$ cat src/rtl/miriscv_lsu.sv
// miriscv load/store unit: turns an execute-stage load/store into a single
// req/rvalid data-bus transaction, aligns and extends load data for
// writeback, and holds the pipeline while the access is in flight.
module miriscv_lsu #(
    parameter int XLEN = 32
) (
    input  logic            clk_i,
    input  logic            arstn_i,
    input  logic            lsu_req_i,
    input  logic            lsu_we_i,
    input  logic [2:0]      lsu_size_i,
    input  logic [XLEN-1:0] lsu_addr_i,
    input  logic [XLEN-1:0] lsu_wdata_i,
    input  logic            lsu_kill_i,
    output logic            lsu_stall_o,
    output logic            lsu_done_o,
    output logic [XLEN-1:0] lsu_rdata_o,
    output logic            lsu_misalign_o,
    output logic            data_req_o,
    output logic            data_we_o,
    output logic [3:0]      data_be_o,
    output logic [XLEN-1:0] data_addr_o,
    output logic [XLEN-1:0] data_wdata_o,
    input  logic            data_rvalid_i,
    input  logic [XLEN-1:0] data_rdata_i
);

    typedef enum logic [1:0] {
        IDLE = 2'd0,
        WAIT = 2'd1,
        DONE = 2'd2
    } state_e;

    // funct3 encodings of the supported access sizes
    localparam logic [2:0] SZ_B  = 3'b000;
    localparam logic [2:0] SZ_H  = 3'b001;
    localparam logic [2:0] SZ_W  = 3'b010;
    localparam logic [2:0] SZ_BU = 3'b100;
    localparam logic [2:0] SZ_HU = 3'b101;

    state_e      state_q;
    logic        kill_q;     // current transaction was flushed; drain without done
    logic [1:0]  off_q;      // byte offset of the access within the word
    logic [2:0]  size_q;     // funct3 of the outstanding access

    logic            illegal;
    logic            accept;
    logic [3:0]      be_next;
    logic [XLEN-1:0] wdata_next;
    logic [XLEN-1:0] shifted;
    logic [XLEN-1:0] load_data;

    // Decode legality, byte enables and lane-replicated store data for the incoming access
    always_comb begin
        illegal    = 1'b0;
        be_next    = 4'b1111;
        wdata_next = lsu_wdata_i;
        case (lsu_size_i)
            SZ_B, SZ_BU: begin
                be_next    = 4'b0001 << lsu_addr_i[1:0];
                wdata_next = {4{lsu_wdata_i[7:0]}};
            end
            SZ_H, SZ_HU: begin
                illegal    = lsu_addr_i[0];
                be_next    = 4'b0011 << lsu_addr_i[1:0];
                wdata_next = {2{lsu_wdata_i[15:0]}};
            end
            SZ_W: illegal = (lsu_addr_i[1:0] != 2'b00);
            default: illegal = 1'b1;
        endcase
        // unsigned variants exist only for loads
        if (lsu_we_i && lsu_size_i[2])
            illegal = 1'b1;
    end

    assign accept         = (state_q == IDLE) && lsu_req_i && !illegal && !lsu_kill_i;
    assign lsu_misalign_o = (state_q == IDLE) && lsu_req_i && illegal;
    assign lsu_stall_o    = accept || ((state_q == WAIT) && (!kill_q || lsu_req_i));

    // Align the returned word to the accessed byte/half and extend it
    always_comb begin
        shifted   = data_rdata_i >> {off_q, 3'b000};
        load_data = shifted;
        case (size_q)
            SZ_B:    load_data = {{24{shifted[7]}}, shifted[7:0]};
            SZ_H:    load_data = {{16{shifted[15]}}, shifted[15:0]};
            SZ_BU:   load_data = {24'd0, shifted[7:0]};
            SZ_HU:   load_data = {16'd0, shifted[15:0]};
            default: load_data = shifted;
        endcase
    end

    // Transaction FSM with registered bus and writeback outputs
    // NOTE: all state here uses non-blocking assignments so every register samples pre-edge values.
    always_ff @(posedge clk_i or negedge arstn_i) begin
        if (!arstn_i) begin
            state_q      <= IDLE;
            kill_q       <= 1'b0;
            off_q        <= 2'b00;
            size_q       <= 3'b000;
            data_req_o   <= 1'b0;
            data_we_o    <= 1'b0;
            data_be_o    <= 4'b0000;
            data_addr_o  <= '0;
            data_wdata_o <= '0;
            lsu_done_o   <= 1'b0;
            lsu_rdata_o  <= '0;
        end else begin
            lsu_done_o <= 1'b0;
            case (state_q)
                IDLE: begin
                    if (accept) begin
                        data_req_o   <= 1'b1;
                        data_we_o    <= lsu_we_i;
                        data_be_o    <= be_next;
                        data_addr_o  <= {lsu_addr_i[XLEN-1:2], 2'b00};
                        data_wdata_o <= wdata_next;
                        off_q        <= lsu_addr_i[1:0];
                        size_q       <= lsu_size_i;
                        state_q      <= WAIT;
                    end
                end
                WAIT: begin
                    if (lsu_kill_i)
                        kill_q <= 1'b1;
                    if (data_rvalid_i) begin
                        data_req_o <= 1'b0;
                        kill_q     <= 1'b0;
                        // a kill arriving with rvalid still suppresses completion
                        if (kill_q || lsu_kill_i) begin
                            state_q <= IDLE;
                        end else begin
                            state_q    <= DONE;
                            lsu_done_o <= 1'b1;
                            if (!data_we_o)
                                lsu_rdata_o <= load_data;
                        end
                    end
                end
                DONE: state_q <= IDLE;
                default: state_q <= IDLE;
            endcase
        end
    end

endmodule

$ cat config.mk
export PLATFORM = sky130hd
export DESIGN_NAME = miriscv_lsu
export DESIGN_NICKNAME = d
export VERILOG_FILES = /design/src/rtl/miriscv_lsu.sv
export SDC_FILE = /design/constraint.sdc
export NUM_CORES = 1
export LEC_CHECK = 0
export ABC_AREA = 1
export CORE_UTILIZATION = 40
export DETAILED_ROUTE_END_ITERATION = 10
export DONT_BUFFER_PORTS = 1
export PLACE_DENSITY = 0.6
export REMOVE_ABC_BUFFERS = 1
export SLEW_MARGIN = 10
export SYNTH_ARGS = -nofsm -noshare
export SYNTH_HDL_FRONTEND = slang
export SYNTH_SLANG_ARGS = --single-unit
$ cat constraint.sdc
create_clock -name clk_i -period 1.9 [get_ports clk_i]
set_input_delay 0.475 -clock clk_i [delete_from_list [all_inputs] [get_ports clk_i]]
set_output_delay 0.475 -clock clk_i [all_outputs]
set_load 0.1 [all_outputs]
==> results.py, run 1 <==
metrics = {
    "placed_design": {
        "hpwl_um": 9710,
        "place_area_um2": 6080,
        "gp_congestion": 0.858,
        "pre_cts_ws_ns": 0.136,
        "numPortBuffers": 0,
    },
    "floorplanning": {
        "die-height_um": 118,
        "die_w_um": 118,
        "num_rows": 41,
        "start_util_pct": 41.7,
        "io_pins": 210,
        "core_area_um2": 12800,
        "dieArea_um2": 13800,
    },
    "sta": {
        "setup_ws_ns": 0.0296,
        "timing.fmax_mhz": 535,
        "clock_skew_ns": 0.00669,
        "worstMarginPinSlew_ns": 0.937,
        "holdWs_ns": -0.189,
        "hold_viol": 109,
        "min_period_over_period_pct": 98.4,
        "final-setup-viol-count": 0,
        "slew_headroom_pct": 37.5,
        "fin_crit_ns": 1.87,
        "finalMaxSlewViolations": 0,
        "rsz0062_at_grt": "true",
    },
    "critical_path": {
        "rrSetupSlack_ns": 0.26,
        "start_kind": "flop",
        "crit_type": "flop to output pin",
        "cp.arrival_ns": 1.40,
        "critPathMaxFanout": 2,
        "worstPathRequired_ns": 1.42,
        "crit_path_end_kind": "output pin",
    },
    "routing": {
        "drc": 0,
        "drt_first_pass_iters": 5,
        "avgViaCountPerCell": 4.93,
        "routed-via-count": 4577,
        "first_iter_violations": 258,
        "wl_per_cell_um": 14.7,
        "drt-total-wl_um": 13700,
        "drtAntennaViolNets": 0,
    },
    "final_layout": {
        "layout.nets": 856,
        "drive_above_1_share_pct": 20.2,
        "design_area_um2": 6420,
        "mostFrequentLayoutCells": "nand2_1 (188), dfrtp_1 (109), buf_4 (101), inv_1 (65), o21ai_1 (64)",
        "fill_cells": 1249,
        "syn_to_final_growth_pct": 20.0,
        "final_util_pct": 50.1,
        "antenna_cells": 0,
        "layout_commonest_cell": "nand2_1",
    },
    "status": {
        "violations": "hold timing",
        "status": "complete, but fails checks",
    },
    "global_route": {
        "grt_pass1_vias": 4576,
        "grt_pass1_wl_um": 22700,
        "antenna_found_initial": 0,
        "grt_max_degree": 113,
        "grt_overflow": 0,
        "grt_usage_pct": 20.6,
    },
    "synth": {
        "synth_cell_types": 23,
        "syn_inst": 676,
        "async_reset_ff_share_pct": 100,
        "synth-edff-count": 0,
        "synth_top_area_share_pct": 51.0,
        "synthTopCellsByArea": "dfrtp_1 (51%), nand2_1 (13%), o21ai_1 (6.0%), inv_1 (4.6%), a21oi_1 (4.5%)",
        "netlist_area_um2": 5350,
        "syn_avg_cell_area_um2": 7.92,
        "synth_ff_type": "dfrtp_1",
        "ys_warn_count": 0,
        "synth_top_area_cell": "dfrtp_1",
        "ys_ff_latch": 109,
        "yosysSeqAreaShare_pct": 51.0,
    },
    "power_and_ir_drop": {
        "peakVddDrop_uv": 1080,
        "power_density_nw_per_um2": 2060,
        "p_leak_nw": 3.37,
    },
    "clocking": {
        "cts_sinks": 109,
        "cts_tree": "yes",
        "clockBufferDepth": 2,
        "clk_latency_ns": 0.35,
        "cts_made_buffers": 9,
        "htree_levels": 3,
        "cts-root-buf": "clkbuf_16",
        "path_clk_slew_ns": 0.07,
    },
    "worst_hold_path": {
        "hp-class": "primary input to asynchronous set/reset pin",
    },
    "job": {
        "drv_cap": 0,
    },
}
## worst paths after layout
path	startpoint	end	cells after the start
setup / recovery	state_q[1]	lsu_stall_o	5
hold / removal	arstn_i	lsu_rdata_o[27]	0
setup reg to reg	state_q[1]	lsu_rdata_o[21]	9
hold reg to reg	kill_q	lsu_done_o	1
max in group asynchronous	arstn_i	lsu_rdata_o[26]	0
min in group clk_i	lsu_kill_i	lsu_done_o	1
## registers in the layout, indices dropped and copies added, names as in the netlist
register	count
kill_q	1
state_q	2
off_q	2
data_be_o	4
data_we_o	1
lsu_rdata_o	32
lsu_done_o	1
data_wdata_o	32
data_addr_o	30
size_q	3
data_req_o	1
## worst max-delay path, stage by stage (launching register included)
cell and delay, ns:
dfrtp_1 0.40, buf_4 0.14, nor2_1 0.15, o21ai_2 0.09, nand2_4 0.08, buf_12 0.17
## stage by stage
step                      TNS [ns]  hold WS [ns]  instances  power (W)
final                            0        -0.189        928     0.0132
after global routing       -0.0250        -0.204        928     0.0138
after CTS                 -0.00374        -0.203        928     0.0133
after detailed placement         0         0.183        908     0.0115
after global placement           0         0.183        908     0.0114
after floorplan             -68.91         0.179        635    0.00997
## synthesized netlist by cell type (all sizes together), types with 3 or more instances
cell and instances:
buf 33, nor3 3, a21oi 48, nand3 41, inv 71, clkbuf 9
dfrtp 109, o21ai 98, nand2 190, nor2 47, or2 16, nand3b 8
## cell families (layout without fill, tap and decap cells)
group           count (synthesis)  after routing  synth area share [%]
other cells                     1              2                0.0701
simple gates                  305            305                  24.3
flops                         109            109                  51.0
compound gates                148            148                  13.9
buf+inv                       113            192                  10.7
## cell type report
class	instances	area, um^2	area share [%]
Tap cell	172	215	3.35
Multi-Input combinational cell	455	2100	32.7
Timing Repair Buffer	105	838	13.1
Inverter	71	267	4.15
Clock inverter	6	46.3	0.721
Clock buffer	10	229	3.57
Sequential cell	109	2730	42.5
## power by group
| part | total, W | switching (W) | internal (W) |
|---|---|---|---|
| clock | 0.00178 | 0.000879 | 0.000902 |
| sequential | 0.00449 | 0.00146 | 0.00303 |
| combinational | 0.00697 | 0.00556 | 0.00141 |
## metal layers
| metal | GRT usage (%) | wire length (um) |
|---|---|---|
| met4 | 8.49 | 289 |
| met5 | 0 | 0 |
| met1 | 24.4 | 5590 |
| met2 | 33.8 | 6300 |
| met3 | 7.41 | 1500 |
## repair_timing
action                                  in CTS  in global routing
endpoints found under the setup margin       1                  1
buffers inserted                             4                  0
endpoints found under the hold margin      109                109
pin swaps                                    2                  1
gates resized for setup                      8                  1
No activity file was read; power rests on OpenSTA's default activity.
==> run 2, diff against run 1 <==
--- a/config.mk
+++ b/config.mk
@@ -8,6 +8,6 @@
 export ABC_AREA = 1
-export CORE_UTILIZATION = 40
+export CORE_UTILIZATION = 60
 export DETAILED_ROUTE_END_ITERATION = 10
 export DONT_BUFFER_PORTS = 1
-export PLACE_DENSITY = 0.6
+export PLACE_DENSITY = 0.82
 export REMOVE_ABC_BUFFERS = 1
==> constraint.sdc (replaced) <==
create_clock -name clk_i -period 2.4 [get_ports clk_i]
set_input_delay 0.6 -clock clk_i [delete_from_list [all_inputs] [get_ports clk_i]]
set_output_delay 0.6 -clock clk_i [all_outputs]
set_load 0.005 [all_outputs]
==> run 2 against run 1 <==
Net effect:
- the run still ends with hold timing left
- highest routed layer unchanged
- die area down 33%
- total power is 60% lower
- final cell count shrank 18%
- sequential power is 34% lower
- clock skew grew 0.0054 ns
- critical endpoint unchanged
- design area shrank 15%
- critical path depth stayed put
- non-clock buffer count down 100
- first-iteration DRC count fell by 47%
- global-route usage rose by 5.5 points
- via count is 6.8% lower
- critical path type unchanged
==> results.py, run 2 (synthesis gave the netlist of run 1 again) <==
metrics = {
    "status": {
        "status": "complete, but fails checks",
        "violations": "hold timing",
    },
    "sta": {
        "clock_skew_ns": 0.0120,
        "holdWs_ns": -0.0824,
        "finalSetupTns_ns": 0,
        "min_period_over_period_pct": 82.4,
        "finalMaxSlewViolations": 0,
        "hold_viol": 109,
        "worstMarginPinSlew_ns": 0.590,
        "timing.fmax_mhz": 505,
        "final-setup-viol-count": 0,
        "rsz0062_at_grt": "false",
        "slew_headroom_pct": 60.5,
        "fin_crit_ns": 1.98,
    },
    "global_route": {
        "grt_pass1_wl_um": 18400,
        "antenna_found_initial": 0,
        "grt_usage_pct": 26.1,
        "grt_pass1_vias": 4034,
        "grt_overflow": 0,
        "grt_max_degree": 147,
    },
    "power_and_ir_drop": {
        "peakVddDrop_uv": 496,
        "finalPower_w": 0.00528,
        "p_leak_nw": 2.80,
        "power_density_nw_per_um2": 971,
    },
    "final_layout": {
        "layout_commonest_cell": "nand2_1",
        "antenna_cells": 0,
        "layout.nets": 756,
        "top_regs": "data_wdata_o: 32 flops, lsu_rdata_o: 32 flops, data_addr_o: 30 flops",
        "syn_to_final_growth_pct": 1.57,
        "drive_above_1_share_pct": 7.18,
        "mostFrequentLayoutCells": "nand2_1 (189), dfrtp_1 (109), inv_1 (66), o21ai_1 (64), a21oi_1 (48)",
        "fill_cells": 744,
    },
    "floorplanning": {
        "die_w_um": 96.5,
        "die-height_um": 96.5,
        "dieArea_um2": 9300,
        "num_rows": 34,
        "start_util_pct": 61.7,
        "io_pins": 210,
        "core_area_um2": 8680,
    },
    "clocking": {
        "post_cts_buffers": 0,
        "cts_tree": "yes",
        "cts_made_buffers": 9,
        "cts-root-buf": "clkbuf_8",
        "clockBufferDepth": 2,
        "path_clk_slew_ns": 0.11,
        "clk_latency_ns": 0.37,
        "htree_levels": 3,
        "cts_sinks": 109,
        "cts_resized": 0,
    },
    "critical_path": {
        "worstPathRequired_ns": 1.80,
        "critPathMaxFanout": 3,
        "start_kind": "flop",
        "rrSetupSlack_ns": 0.49,
        "crit_path_end_kind": "output pin",
        "crit_type": "flop to output pin",
        "r2r_start": "off_q[1]",
        "reg2reg_to": "lsu_rdata_o[24]",
        "cp.arrival_ns": 1.38,
        "reg2reg_depth": 7,
    },
    "worst_hold_path": {
        "hp-class": "primary input to asynchronous set/reset pin",
    },
    "routing": {
        "drt-total-wl_um": 12400,
        "wl_per_cell_um": 16.2,
        "avgViaCountPerCell": 5.59,
        "drtAntennaViolNets": 0,
        "drt_first_pass_iters": 7,
        "drc": 0,
        "routed-via-count": 4268,
        "first_iter_violations": 138,
    },
    "placed_design": {
        "gp_congestion": 0.817,
        "numPortBuffers": 0,
        "hpwl_um": 8650,
    },
    "job": {
        "drv_cap": 0,
    },
}
## run 2: cell count changes in the layout (fill, tap and decap cells not counted), moves of 2 or more
| cell | change |
|---|---|
| buf_12 | -3 |
| buf_4 | -97 |
| clkbuf_16 | -9 |
| clkbuf_8 | +9 |
| clkinv_2 | -2 |
| clkinvlp_4 | +2 |
## run 2: worst max-delay path by stage
| stage | start | slack (ns) | cells past startpoint | to |
|---|---|---|---|---|
| 6_report | state_q[1] | 0.42 | 5 | lsu_stall_o |
| 5_1_grt | off_q[1] | 0.30 | 7 | lsu_rdata_o[23] |
| 4_1_cts | state_q[0] | 0.39 | 5 | lsu_stall_o |
| 3_5_place_dp | lsu_size_i[1] | 0.51 | 5 | data_wdata_o[21] |
| 3_3_place_gp | lsu_size_i[1] | 0.54 | 3 | lsu_misalign_o |
| 2_1_floorplan | lsu_size_i[1] | -0.88 | 5 | lsu_stall_o |
## run 2: metrics by stage
step	hold WS, ns	cell area [um^2]	std cells	util, %	worst slack [ns]
finish	-0.0824	5440	763	62.6	0.421
global route	-0.117	5440	763	62.6	0.305
CTS	-0.102	5440	763	62.6	0.389
detailed placement	0.307	5240	748	60.4	0.506
global placement	0.307	5240	748	60.4	0.542
floorplan	0.304	5050	635	-	-0.884
## run 2: report_power, final
group	internal, W	total (W)	switching [W]
Combinational	0.000497	0.00121	0.000709
Sequential	0.00242	0.00296	0.000534
Clock	0.000485	0.00111	0.000629
Total	0.00341	0.00528	0.00187
## run 2: critical path, stage by stage (launching register included)
cell	delay [ns]
dfrtp_1	0.43
inv_2	0.07
nand3_1	0.10
nor2_1	0.19
nand3_4	0.11
nand2_1	0.11
## run 2: layout make-up
class	count	area, um^2	area share [%]
repair buffers	5	50.0	0.921
multi-input cells	455	2060	38.0
clock inverters	6	70.1	1.29
well taps	108	135	2.49
flip-flops and latches	109	2730	50.2
inverters	71	267	4.90
clock buffers	9	124	2.28
## run 2: metal layers
| metal | routed length (um) | part of all wire, % | vias to the layer above | track usage (%) |
|---|---|---|---|---|
| li1 | - | - | 2077 | - |
| met3 | 1350 | 11 | 18 | 8.92 |
| met2 | 6110 | 49 | 202 | 44.8 |
| met5 | 0 | 0 | - | 0 |
| met4 | 194 | 1.6 | 0 | 9.19 |
| met1 | 4710 | 38 | 1971 | 30.4 |
==> run 3, diff against run 2 <==
- CORE_UTILIZATION: 60 -> 57
- PLACE_DENSITY: 0.82 -> 0.81
- clock period: 2.4 -> 1.6 ns (I/O delays scaled with it)
==> run 3 against run 2 <==
Net effect:
- the flow finishes with violations (hold timing, setup timing)
- register-to-register slack worse by 0.38 ns
- sequential share of layout area shrank 1.5 points
- core utilization up 0.44 points
- hold slack worse by 0.20 ns
- total power up 53%
- die area up 5.2%
- final cell count increased by 1.7%
- highest routed layer unchanged
==> results.py, run 3 (synthesis gave the netlist of run 1 again) <==
metrics = {
    "critical_path": {
        "crit_path_start": "state_q[0]",
        "critPathMaxFanout": 3,
        "start_kind": "flop",
        "worstPathRequired_ns": 1.20,
        "cp.arrival_ns": 1.24,
        "crit_path_end_kind": "output pin",
        "r2r_start": "state_q[0]",
        "crit_type": "flop to output pin",
    },
    "final_layout": {
        "top_regs": "data_wdata_o: 32 flops, lsu_rdata_o: 32 flops, data_addr_o: 30 flops",
        "layout_commonest_cell": "nand2_1",
        "final_util_pct": 63.1,
        "antenna_cells": 0,
        "mostFrequentLayoutCells": "nand2_1 (188), dfrtp_1 (109), inv_1 (65), o21ai_1 (65), a21oi_1 (48)",
        "drive_above_1_share_pct": 9.58,
        "syn_to_final_growth_pct": 4.79,
        "layout.nets": 768,
    },
    "placed_design": {
        "gp_congestion": 0.897,
        "numPortBuffers": 0,
        "pre_cts_ws_ns": 0.0977,
        "hpwl_um": 8870,
    },
    "clocking": {
        "cts_tree": "yes",
        "clk_latency_ns": 0.37,
        "path_clk_slew_ns": 0.10,
        "cts-root-buf": "clkbuf_8",
        "clockBufferDepth": 2,
        "cts_made_buffers": 9,
        "cts_sinks": 109,
        "htree_levels": 3,
    },
    "sta": {
        "setup_ws_ns": -0.0371,
        "min_period_over_period_pct": 102,
        "rsz0062_at_grt": "true",
        "fin_crit_ns": 1.64,
        "clock_skew_ns": 0.00809,
        "hold_viol": 109,
        "final-setup-viol-count": 1,
        "timing.fmax_mhz": 611,
        "finalSetupTns_ns": -0.0371,
        "holdWs_ns": -0.282,
        "finalMaxSlewViolations": 0,
    },
    "routing": {
        "drc": 0,
        "drt-total-wl_um": 12500,
        "routed-via-count": 4336,
        "avgViaCountPerCell": 5.59,
        "wl_per_cell_um": 16.1,
        "first_iter_violations": 162,
        "drt_first_pass_iters": 5,
        "drtAntennaViolNets": 0,
    },
    "power_and_ir_drop": {
        "p_leak_nw": 2.91,
        "peakVddDrop_uv": 635,
        "power_density_nw_per_um2": 1440,
    },
    "global_route": {
        "grt_max_degree": 110,
        "antenna_found_initial": 0,
        "grt_usage_pct": 26.3,
        "grt_overflow": 0,
        "grt_pass1_vias": 4271,
        "grt_pass1_wl_um": 20300,
    },
    "floorplanning": {
        "die_w_um": 98.9,
        "num_rows": 34,
        "die-height_um": 98.9,
        "start_util_pct": 60.2,
        "core_area_um2": 8890,
        "dieArea_um2": 9780,
        "io_pins": 210,
    },
    "worst_hold_path": {
        "hp-class": "primary input to asynchronous set/reset pin",
    },
    "job": {
        "drv_cap": 0,
    },
    "status": {
        "violations": "hold timing, setup timing",
        "status": "complete, but fails checks",
    },
}
-- run 3: cell types whose count changed in the layout (fill, tap and decap cells not counted), moves of 2 or more --
cell / change
buf_4: +9
buf_12: +3
clkinv_4: +3
clkinvlp_4: -3
inv_6: -2
inv_8: +2
nor2_1: -2
-- run 3: metrics by stage --
stage	cell area, um^2	hold WS, ns	instances	total power (W)
2_1_floorplan	5050	0.104	635	0.00568
3_3_place_gp	5350	0.107	757	0.00626
3_5_place_dp	5350	0.107	757	0.00638
4_1_cts	5600	-0.302	776	0.00812
5_1_grt	5610	-0.310	776	0.00865
6_report	5610	-0.282	776	0.00807
-- run 3: final timing paths --
kind	slack [ns]	to	cells after the start
min reg2reg	0.50	state_q[1]	1
min in group clk_i	0.10	lsu_done_o	1
max reg2reg	0.11	data_be_o[0]	7
max in group asynchronous	1.69	data_be_o[0]	0
max	-0.04	lsu_stall_o	5
min	-0.28	lsu_rdata_o[0]	0
-- run 3: area by class of cell --
cell class	count	area [um^2]
flip-flops and latches	109	2730
inverters	71	269
clock inverters	6	78.8
repair buffers	17	178
well taps	108	135
multi-input cells	455	2090
clock buffers	10	128
fillers	754	3280
-- run 3: metal layers --
layer  track usage, %  part of all wire, %  vias to the layer above
li1                 -                    -                     2114
met4             9.30                  2.3                        0
met5                0                    0                        -
met2             45.1                   49                      225
met1             30.3                   38                     1971
met3             9.72                   11                       26
-- run 3: timing repair --
| action | CTS | global route |
|---|---|---|
| hold endpoints to repair | 109 | 109 |
| resized for setup | 7 | 4 |
| pin swaps | 3 | 3 |
| buffers inserted | 3 | 0 |
| endpoints found under the setup margin | 2 | 20 |
-- run 3: worst max-delay path, stage by stage, from the launching register on --
cell and delay [ns]:
dfrtp_1 0.41, inv_2 0.11, nand3_4 0.09, nor2_4 0.11, nand3_4 0.08, nand2_2 0.08
-- run 3: power by group --
part           switching [W]  total, W  internal (W)
logic                0.00109   0.00192      0.000829
clock network       0.000962   0.00172      0.000756
registers           0.000800   0.00443       0.00363
